[config.mk]
export PLATFORM = sky130hd
export DESIGN_NAME = adder_subber_seq
export DESIGN_NICKNAME = d
export VERILOG_FILES = /design/src/rtl/adder_subber_seq.sv
export SDC_FILE = /design/constraint.sdc
export NUM_CORES = 1
export LEC_CHECK = 0
export CELL_PAD_IN_SITES_DETAIL_PLACEMENT = 0
export CELL_PAD_IN_SITES_GLOBAL_PLACEMENT = 1
export CORE_ASPECT_RATIO = 0.5
export CORE_UTILIZATION = 46
export DETAILED_ROUTE_END_ITERATION = 16
export DONT_BUFFER_PORTS = 1
export GPL_ROUTABILITY_DRIVEN = 0
export PLACE_DENSITY = 0.83
export SYNTH_ARGS = -nofsm -noshare
export SYNTH_HDL_FRONTEND = slang
export SYNTH_SLANG_ARGS = --single-unit
[constraint.sdc]
create_clock -name Clk -period 3.75 [get_ports Clk]
set_input_delay 0.75 -clock Clk [delete_from_list [all_inputs] [get_ports Clk]]
set_output_delay 0.75 -clock Clk [all_outputs]
set_load 0.01 [all_outputs]
[src/rtl/adder_subber_seq.sv]
// Multi-cycle adder/subtractor: adds CHUNK bits per clock with a valid/ready handshake on both sides.
// Define ADDSUB_FLAGS_EN to build the carry/overflow/zero flags; otherwise they are tied to 0.
module adder_subber_seq #(
  parameter int unsigned WIDTH = 64,
  parameter int unsigned CHUNK = 16
) (
  input  logic             Clk,
  input  logic             Rst_n,
  input  logic [WIDTH-1:0] inA,
  input  logic [WIDTH-1:0] inB,
  input  logic             sel,
  input  logic             in_valid,
  output logic             in_ready,
  output logic [WIDTH-1:0] out,
  output logic             out_valid,
  input  logic             out_ready,
  output logic             carry,
  output logic             overflow,
  output logic             zero
);

  localparam int unsigned N  = WIDTH / CHUNK;
  localparam int unsigned KW = (N > 1) ? $clog2(N) : 1;

  typedef enum logic [1:0] {StIdle, StCalc, StDone} state_e;

  state_e           state_q;
  logic [WIDTH-1:0] a_q, b_q, res_q;
  logic             c_q;
  logic [KW-1:0]    k_q;

  logic [CHUNK-1:0] a_chunk, b_chunk, sum_chunk;
  logic             cout;
  logic [WIDTH-1:0] res_next;
  logic             last;

  always_comb begin
    a_chunk             = a_q[k_q*CHUNK +: CHUNK];
    b_chunk             = b_q[k_q*CHUNK +: CHUNK];
    {cout, sum_chunk}   = {1'b0, a_chunk} + {1'b0, b_chunk} + {{CHUNK{1'b0}}, c_q};
    res_next            = res_q;
    res_next[k_q*CHUNK +: CHUNK] = sum_chunk;
    last                = (k_q == KW'(N - 1));
  end

`ifdef ADDSUB_FLAGS_EN
  logic carry_q, overflow_q, zero_q;
`endif

  always_ff @(posedge Clk or negedge Rst_n) begin
    if (!Rst_n) begin
      state_q    <= StIdle;
      a_q        <= '0;
      b_q        <= '0;
      res_q      <= '0;
      c_q        <= 1'b0;
      k_q        <= '0;
`ifdef ADDSUB_FLAGS_EN
      carry_q    <= 1'b0;
      overflow_q <= 1'b0;
      zero_q     <= 1'b0;
`endif
    end else begin
      unique case (state_q)
        StIdle: begin
          if (in_valid) begin
            // Subtraction is A + ~B + 1: invert B here and seed the carry chain.
            a_q     <= inA;
            b_q     <= sel ? inB : ~inB;
            c_q     <= ~sel;
            k_q     <= '0;
            state_q <= StCalc;
          end
        end
        StCalc: begin
          res_q <= res_next;
          c_q   <= cout;
          k_q   <= k_q + 1'b1;
          if (last) begin
            state_q <= StDone;
`ifdef ADDSUB_FLAGS_EN
            carry_q    <= cout;
            overflow_q <= (a_q[WIDTH-1] == b_q[WIDTH-1]) &&
                          (res_next[WIDTH-1] != a_q[WIDTH-1]);
            zero_q     <= (res_next == '0);
`endif
          end
        end
        StDone: begin
          if (out_ready) state_q <= StIdle;
        end
        default: state_q <= StIdle;
      endcase
    end
  end

  assign in_ready  = (state_q == StIdle);
  assign out_valid = (state_q == StDone);
  assign out       = res_q;

`ifdef ADDSUB_FLAGS_EN
  assign carry    = carry_q;
  assign overflow = overflow_q;
  assign zero     = zero_q;
`else
  assign carry    = 1'b0;
  assign overflow = 1'b0;
  assign zero     = 1'b0;
`endif

endmodule

==> results.sh <==
export IMPL_status="finished, final reports clean"
export IMPL_synthTopCellsByArea="dfrtp_1 52%, mux2_2 7.7%, mux4_2 7.6%"
export IMPL_path_clk_slew_ns=0.07
export IMPL_yosys_area_top_type_share_pct=52.2
export IMPL_synth_seq_area_share_pct=52.2
export IMPL_synth_edf_count=0
export IMPL_crit_fanout=15
export IMPL_syn_avg_cell_area_um2=12.2
export IMPL_synth_area_leader_cell="dfrtp_1"
export IMPL_crit_arrival_ns=3.81
export IMPL_synth_area_mm2=0.00945
export IMPL_grt_max_degree=85
export IMPL_die_x_um=205
export IMPL_htree_levels=4
export IMPL_core_area_mm2=0.0198
export IMPL_grt_overflow=0
export IMPL_maxCapViolations=0
export IMPL_vias=6094
export IMPL_power_density_mw_per_mm2=1150
export IMPL_yosys_warnings=0
export IMPL_cts_buffer_depth=2
export IMPL_postCtsSetupBuffers=0
export IMPL_rows=36
export IMPL_dpl_hpwl_um=17000
export IMPL_p_total_w=0.0120
export IMPL_wl_per_cell_um=23.9
export IMPL_drt_pass1_iter_count=5
export IMPL_rsz0062_at_grt="false"
export IMPL_io_buffers=0
export IMPL_p_leak_nw=4.61
export IMPL_finClkSkew_ns=0.00936
export IMPL_synth_ff_type="dfrtp_1"
export IMPL_tritoncts="yes"
export IMPL_period_share_pct=91.8
export IMPL_critPathMaxStageDelay_ns=0.60
export IMPL_finalHoldWorstSlack_ns=0.126
export IMPL_root_buffer="clkbuf_16"
export IMPL_tns_ns=0
export IMPL_cp_start_kind="register"
export IMPL_drt_vias_per_instance=5.84
export IMPL_yosys_top_cells_count="197 x dfrtp_1, 93 x nand2_1, 78 x o21ai_0"
export IMPL_crit_chain="buf_4, mux4_2, ha_1, a21oi_1, o21ai_1, a31o_1, o21ai_0, a32o_1"
export IMPL_synth_distinct_cells=48
export IMPL_cts_num_sinks=197
export IMPL_clk_latency_ns=0.43
export IMPL_numCtsBuffers=17
export IMPL_peakVddDrop_mv=0.561
export IMPL_antenna_found_initial=0
export IMPL_fin_crit_ns=3.44
export IMPL_start_util_pct=47.8
export IMPL_grt_pass1_vias=5991
export IMPL_cp_required_ns=4.12
export IMPL_slowest_stage="mux4_2"
export IMPL_die_area_mm2=0.0211
export IMPL_drt_total_wl_um=24900
export IMPL_drtIter0Drc=436
export IMPL_antenna_cells=0
export IMPL_area_growth_pct=10.1
export IMPL_worst_pin_slew_ns=0.988
export IMPL_finalSetupViolCount=0
export IMPL_ioPinCount=202
export IMPL_yosysMostFrequentCell="dfrtp_1"
export IMPL_drive_above_1_share_pct=19.2
export IMPL_hold_viol=0
export IMPL_nets=919
export IMPL_synth_seq_cells=197
export IMPL_worst_setup_path_end_kind="register"
export IMPL_hp_class="in -> async"
export IMPL_clock_fmax_mhz=290
export IMPL_slew_headroom_pct=34.1
export IMPL_die_h_um=103
export IMPL_syn_instance_count=774
export IMPL_critPathKind="reg -> reg"
export IMPL_drc=0
export IMPL_async_flop_share_pct=100
export IMPL_slew_viol_final=0
export IMPL_grt_usage_pct=23.6
export IMPL_ant_nets=0
export IMPL_grt_pass1_wl_um=36300
state kept, by name, indices dropped and copies added (netlist names):
name and count:
a_q 64, b_q 64, c_q 1, k_q 2, out 64, state_q 2
cell type report:
type / instances / area, um2
clock buffer: 18 / 429
tap: 266 / 333
timing repair buffer: 23 / 265
fill: 1687 / 9370
inverter: 7 / 26.3
clock inverter: 14 / 155
multi-input combinational: 518 / 4260
sequential: 197 / 4930
critical path, delay by kind of cell (launching register included):
kind,cells,cell delay (ns)
AO/OA/AOI/OAI,5,1.48
adder cells (fa/ha/maj),1,0.40
buffers and inverters,1,0.36
flip-flops,1,0.51
multiplexers,1,0.60
cell usage in the layout, fill, tap and decap left out, types with 9 or more instances in the layout:
cell type,instances
dfrtp_1,195
nand2_1,92
o21ai_0,78
xor2_1,66
mux2_2,65
a22o_1,42
mux4_2,32
ha_1,20
clkbuf_16,17
a21oi_1,16
nor2_1,14
a32o_1,12
o31ai_1,9
dlygate4sd3_1,9
buf_4,9
through the flow:
stage | utilization [%] | setup WS, ns | area (um2) | std cells
2_1_floorplan | - | 0.189 | 9450 | 776
3_3_place_gp | 48.7 | 0.180 | 9630 | 998
3_5_place_dp | 48.7 | 0.146 | 9630 | 998
4_1_cts | 52.2 | 0.124 | 10300 | 1039
5_1_grt | 52.6 | 0.0931 | 10400 | 1043
6_report | 52.6 | 0.306 | 10400 | 1043
power by group:
group	switching, W	total (W)	internal [W]
sequential	0.000759	0.00383	0.00307
clock	0.000845	0.00184	0.000991
combinational	0.00374	0.00628	0.00255
total	0.00534	0.0120	0.00661
path summary, 6_finish.rpt:
kind                            startpoint    endpoint  slack (ns)  cells after the start
min in group Clk                 out_ready  state_q[1]        0.40                      1
worst max register to register      k_q[0]     out[47]        0.31                      8
worst min register to register     b_q[22]     b_q[22]        0.48                      2
worst min-delay path                 Rst_n     out[28]        0.13                      1
worst max-delay path                k_q[0]     out[47]        0.31                      8
max in group asynchronous            Rst_n      k_q[0]        2.51                      1
per-layer routing:
layer	vias up	GRT usage (%)	wire length, um
met4	0	5.17	258
met5	-	0	0
met2	193	34.1	10500
li1	2775	-	-
met3	17	8.68	2300
met1	3109	33.9	11800
logic make-up after synthesis:
kind of cell               count (synthesis)  synth area share [%]
buffers and inverters                     61                  2.94
adders and majority gates                 22                  3.07
AOI/OAI and AO/OA                        184                  13.2
muxes                                     98                  15.5
xor gates and xnor gates                  71                  6.58
DFF                                      197                  52.2
and+or+nand+nor                          140                  6.52
other                                      1                0.0397
repair_timing:
action / 4_1_cts / 5_1_grt
hold endpoints to repair: 80 / 4
gates resized for setup: 0 / 1
hold buffers: 9 / 4
endpoints found under the setup margin: 0 / 4
Power figures use the tool's default switching activity.
